$ cat src/rtl/prog_counter.sv
// Programmable up/down counter with prescaled tick, wrap or saturate behaviour,
// a terminal-count pulse and a sticky overflow flag.
module prog_counter #(
  parameter int WIDTH      = 8,
  parameter int PRESCALE_W = 4
) (
  input  logic                  clk,
  input  logic                  rst,
  input  logic                  en,
  input  logic                  clr,
  input  logic                  load,
  input  logic [WIDTH-1:0]      load_val,
  input  logic                  dir,
  input  logic                  mode,
  input  logic [WIDTH-1:0]      max_val,
  input  logic [PRESCALE_W-1:0] prescale,
  output logic [WIDTH-1:0]      count,
  output logic                  tc,
  output logic                  ovf
);

  logic [PRESCALE_W-1:0] pcnt_q, pcnt_d;
  logic [WIDTH-1:0]      count_q, count_d;
  logic                  tc_q, tc_d;
  logic                  ovf_q, ovf_d;
  logic                  tick_s;

  // Prescaler: one tick every prescale+1 enabled cycles, phase frozen while en=0
  always_comb begin
    tick_s = 1'b0;
    pcnt_d = pcnt_q;
    if (clr || load) begin
      pcnt_d = '0;
    end else if (en) begin
      if (pcnt_q == prescale) begin
        tick_s = 1'b1;
        pcnt_d = '0;
      end else begin
        pcnt_d = pcnt_q + PRESCALE_W'(1);
      end
    end else begin
      pcnt_d = pcnt_q;
    end
  end

  // Count, terminal-count and overflow next state; priority clr > load > tick > hold
  always_comb begin
    count_d = count_q;
    tc_d    = 1'b0;
    ovf_d   = ovf_q;
    if (clr) begin
      count_d = '0;
      ovf_d   = 1'b0;
    end else if (load) begin
      count_d = load_val;
    end else if (tick_s) begin
      if (dir) begin
        if (count_q < max_val) begin
          count_d = count_q + WIDTH'(1);
        end else begin
          tc_d = 1'b1;
          if (mode) begin
            count_d = max_val;
          end else begin
            count_d = '0;
            ovf_d   = 1'b1;
          end
        end
      end else begin
        if (count_q == '0) begin
          tc_d = 1'b1;
          if (mode) begin
            count_d = '0;
          end else begin
            count_d = max_val;
            ovf_d   = 1'b1;
          end
        end else if (count_q > max_val) begin
          // Out-of-range value from a load: pull back to the limit
          count_d = max_val;
          if (mode) begin
            ovf_d = ovf_q;
          end else begin
            ovf_d = 1'b1;
          end
        end else begin
          count_d = count_q - WIDTH'(1);
        end
      end
    end else begin
      count_d = count_q;
    end
  end

  // State registers with asynchronous active-low reset
  always_ff @(posedge clk or negedge rst) begin
    if (!rst) begin
      pcnt_q  <= '0;
      count_q <= '0;
      tc_q    <= 1'b0;
      ovf_q   <= 1'b0;
    end else begin
      pcnt_q  <= pcnt_d;
      count_q <= count_d;
      tc_q    <= tc_d;
      ovf_q   <= ovf_d;
    end
  end

  assign count = count_q;
  assign tc    = tc_q;
  assign ovf   = ovf_q;

endmodule

$ cat config.mk
export PLATFORM = sky130hd
export DESIGN_NAME = prog_counter
export DESIGN_NICKNAME = d
export VERILOG_FILES = /design/src/rtl/prog_counter.sv
export SDC_FILE = /design/constraint.sdc
export NUM_CORES = 1
export LEC_CHECK = 0
export CAP_MARGIN = 20
export CORE_MARGIN = 2
export CORE_UTILIZATION = 27
export DETAILED_ROUTE_END_ITERATION = 12
export PLACE_DENSITY_LB_ADDON = 0.15
export SYNTH_ARGS = -nofsm -noshare
export SYNTH_HDL_FRONTEND = slang
export SYNTH_SLANG_ARGS = --single-unit
$ cat constraint.sdc
create_clock -name clk -period 3 [get_ports clk]
set_input_delay 0.6 -clock clk [delete_from_list [all_inputs] [get_ports clk]]
set_output_delay 0.6 -clock clk [all_outputs]
set_load 0.02 [all_outputs]
# Word level (Yosys, flattened, before mapping)
# Cells that the tools add are included.
word_totals:
  ff_bits: 14
  latch_bits: 0
  ram_bits: 0
  romBits: 0
  out_inout_bits: 10
  elab_cells: 48
  n_memories: 0
op_classes:
  add_sub_neg: 3
  n_mul: 0
  n_div: 0
  magnitude_cmp: 2
  eq_ne: 3
  n_shift: 0
  n_mux: 29
  n_bitwise: 0
  reduce_logical: 7
ops:
  columns: ["operator", "count"]
  rows:
  - ["two-way mux 8 bit", 9]
  - ["two-way mux 1 bit", 17]
  - ["two-way mux 4 bit", 3]
  - ["adder 8 x 1 -> 8 bit, second input constant", 1]
  - ["> comparator 8 bit", 1]
  - ["logical NOT 8 bit", 1]
  - ["< comparator 8 bit", 1]
  - ["subtractor 8 x 1 -> 8 bit, second input constant", 1]
  - ["adder 4 x 1 -> 4 bit, second input constant", 1]
  - ["== test 4 bit", 1]
  - ["AND reduction 4 bit", 1]
  - ["nonzero test 2 bit", 2]
  - ["nonzero test 4 bit", 1]
  - ["inequality test 3 bit, second input constant", 1]
  - ["nonzero test 3 bit", 1]
  - ["inequality test 2 bit, second input constant", 1]
  - ["logical OR 1 bit", 1]

# Logic depth before layout (Yosys ltp)
depth:
  ltp_word: 7
  ltp_mapped: 10
  mapped_depth_nobuf: 8

# Worst setup path after synthesis
# No wires, ideal clock.
synth_timing:
  path_kind: "input to register"
  startpoint: "in max_val[7]"
  endpoint: "reg count_q[0] (netlist: count[0])"
  arrival_time_ps: 2195
  required_ps: 2904
  path_slack_ps: 709
  path_stages: 9
  n_path_buf: 1
  cell_sequence: "inv_1 ha_1 a21oi_1 a21boi_2 buf_4 nor2_1 nor3_2 a221oi_1 o31ai_1"
synth_via:
  elab_chain_len: 7
synth_lines:
  columns: ["element", "line_no", "text"]
  rows:
  - ["start, declared", "15", "input logic [WIDTH-1:0] max_val,"]
  - ["> comparator 8 bit", "78", "end else if (count_q > max_val) begin"]
  - ["two-way mux 8 bit", "78", null]
  - ["two-way mux 8 bit", "70", "if (count_q == '0) begin"]
  - ["two-way mux 8 bit (*)", "57", "if (dir) begin"]
  - ["two-way mux 8 bit (*)", "56", "end else if (tick_s) begin"]
  - ["two-way mux 8 bit (*)", "54", "end else if (load) begin"]
  - ["two-way mux 8 bit (*)", "51", "if (clr) begin"]
  - ["end signal, assigned", "104", "count_q <= count_d;"]
  - ["end, declared", "23", "logic [WIDTH-1:0] count_q, count_d;"]
# Mark *: on every way between the ends. The rest lies on a longest branch, timed or not. The select of a mux whose other input is x is not followed.
# A chain may end at the register's enable or synchronous reset.

# Worst setup path after layout
# Same ends and word-level chain as after synthesis.

==> impl_metrics.yaml <==
setup_path:
  required_ns: 3.17
  r2r_cells: 8
  worst-path-buf-inv: 2
  worst-path-stages: 9
  crit_arrival_ns: 2.89
  cpPeakStageDelay_ns: 0.51
  r2r-end: "count[0]"
  critPathSlowestCell: "clkdlybuf4s50_1"
  r2r_start: "count[0]"
  end_kind: "flop"
  crit_type: "primary input to flop"
  cp-startpoint: "max_val[7]"
  crit_family: "compound AO/OA/AOI/OAI gates"
  start_kind: "primary input"
  critPathMaxFanout: 9
  endpoint: "count[0]"
  cp_cell_sequence: "clkdlybuf4s50_1, inv_1, ha_1, a21oi_1, a21boi_2, nor2_1, nor3_4, a221oi_1, o31ai_1"
  regToRegSetupSlack_ns: 0.68
timing:
  fin_crit_sh: 0.907
  whs_ns: 0.535
  fmax_ghz: 0.368
  rsz0062_at_grt: "no"
  drv_slew: 0
  post-route-min-period_ns: 2.72
  timing.final.hold_violations: 0
  setup_viol: 0
  layout_setup_ws_ns: 0.280
  finClkSkew_ns: 0.0138
  worstMarginPinSlew_ns: 0.776
  relSlewSlack: 0.482
synth:
  synth_common_cells: "20 x nand2_1, 14 x dfrtp_1, 13 x xor2_1, 12 x ha_1, 12 x inv_1"
  synthCells: 184
  ys_types: 42
  yosys.area.top_type: "dfrtp_1"
  synthFlopType: "dfrtp_1"
  post-synth-top-count-cell: "nand2_1"
  syn_avg_cell_area_um2: 8.28
  synth_top_area_frac: 0.230
  syn-num-nets: 223
  yosysWarnings: 0
  yosys-top-cells-area: "dfrtp_1 23%, ha_1 9.9%, xor2_1 7.5%"
  synth_area_mm2: 0.00152
  synth_seq_cells: 14
  async_flop_share: 1.00
  synth-seq-area-share: 0.230
  synth_edf_count: 0
grt:
  gr-total-overflow: 0
  track_usage: 0.157
  grt_pass1_vias: 1496
  grt_pass1_wl_um: 7600
  grt_max_degree: 24
  antenna_found_initial: 0
power:
  power_mw: 0.679
  ir_worst_vdd_mv: 0.143
  power.density_mw_per_mm2: 330
  p_leak_nw: 0.907
floorplan:
  boundaryPins: 37
  fp-row-count: 27
  die_x_um: 79.1
  start_util: 0.278
  die_area_mm2: 0.00626
  die_h_um: 79.1
  core_area_mm2: 0.00547
layout:
  regArea_um2: 350
  fillCellCount: 584
  multi_input_area_mm2: 0.00106
  diodes: 0
  fin_nets: 264
  layout-drive-gt1-share: 0.107
  area_delta_synth_final_pct: 35.3
route:
  ant_nets: 0
  num_vias: 1518
  drtIter0Drc: 65
  wire_per_inst_um: 15.7
  dr.pass1.iters: 4
  via_per_inst: 5.13
  drc_errors: 0
  totalWireLength_um: 4640
cts:
  cts-root-buf: "clkbuf_8"
  cts_made_buffers: 3
  postCtsHoldBufs: 0
  htreeDepth: 1
  clk_path_buf_depth: 2
  clk_latency_ns: 0.26
  cts_tree: "yes"
  cts.sinks: 14
  path_clk_slew_ns: 0.08
place:
  gp_congestion: 0.815
  dpl_worst_slack_ns: -0.0994
  hpwlAfterDp_um: 3420
  io_buffer_count: 36
flow_run:
  maxCapViolations: 0
run_status:
  status: "completed"
min_path:
  hp-class: "flop to flop"
## repair_timing
action	in CTS	in global routing
gates resized for setup	0	1
setup endpoints to repair	0	2
buffers inserted	0	0
## where the power goes
part	total [mW]	internal [mW]	switching, mW
Clock	0.203	0.117	0.0861
Sequential	0.206	0.196	0.00997
Combinational	0.270	0.129	0.141
## through the flow
step / area (um^2) / cells / TNS [ns] / util
2_1_floorplan: 1520 / 184 / 0 / -
3_3_place_gp: 2000 / 292 / -0.248 / 0.365
3_5_place_dp: 2000 / 292 / -0.299 / 0.365
4_1_cts: 2050 / 296 / 0 / 0.375
5_1_grt: 2060 / 296 / 0 / 0.377
6_report: 2060 / 296 / 0 / 0.377
## worst min path at each step
| stage | depth (start not counted) | slack, ns | to | start |
|---|---|---|---|---|
| floorplan | 0 | 0.30 | count[0] | rst |
| global placement | 2 | 0.52 | ovf | ovf |
| detailed placement | 2 | 0.51 | ovf | ovf |
| CTS | 2 | 0.54 | ovf | ovf |
| global route | 2 | 0.55 | ovf | ovf |
| finish | 2 | 0.53 | ovf | ovf |
## cell type report
cell class | count | area share
Timing Repair Buffer | 49 | 0.222
Tap cell | 72 | 0.0437
Clock buffer | 4 | 0.0267
Sequential cell | 14 | 0.170
Inverter | 12 | 0.0219
Multi-Input combinational cell | 145 | 0.515
## layout by cell type (no fill, tap or decap), types with 2 or more instances in the layout
cell             count
clkdlybuf4s50_1     36
nand2_1             20
dfrtp_1             14
xor2_1              13
buf_4               13
inv_1               12
ha_1                12
nand3_1             10
nor2_1               7
a221oi_1             7
a22oi_1              7
nand4_1              6
and3_1               6
o21ai_0              6
o211ai_1             5
a21oi_1              4
and2_1               4
xnor2_1              4
nor3_1               4
clkbuf_8             4
a21o_1               3
nor3b_1              3
o31ai_1              3
nor4_4               2
nor2b_1              2
mux2_2               2
o211a_1              2
## flip-flops by register name, indices dropped and copies added (netlist names)
register and cells:
tc 1, count 8, ovf 1, pcnt_q 4
## worst min-delay path: stages, from the launching register on
cell and delay [ns]:
dfrtp_1 0.38, inv_1 0.05, o32ai_1 0.06
## logic make-up after synthesis
group           synth area share
simple gates               0.240
compound gates             0.236
buf+inv                   0.0764
xor+xnor                  0.0978
flops                      0.230
fa+ha+maj                 0.0986
mux                       0.0214
## per-layer routing
metal | share of wire | track usage | vias up
met5 | 0 | 0 | -
met1 | 0.45 | 0.206 | 706
li1 | - | - | 756
met2 | 0.47 | 0.261 | 46
met4 | 0.019 | 0.0569 | 0
met3 | 0.061 | 0.0261 | 10
Power figures use the tool's default switching activity.
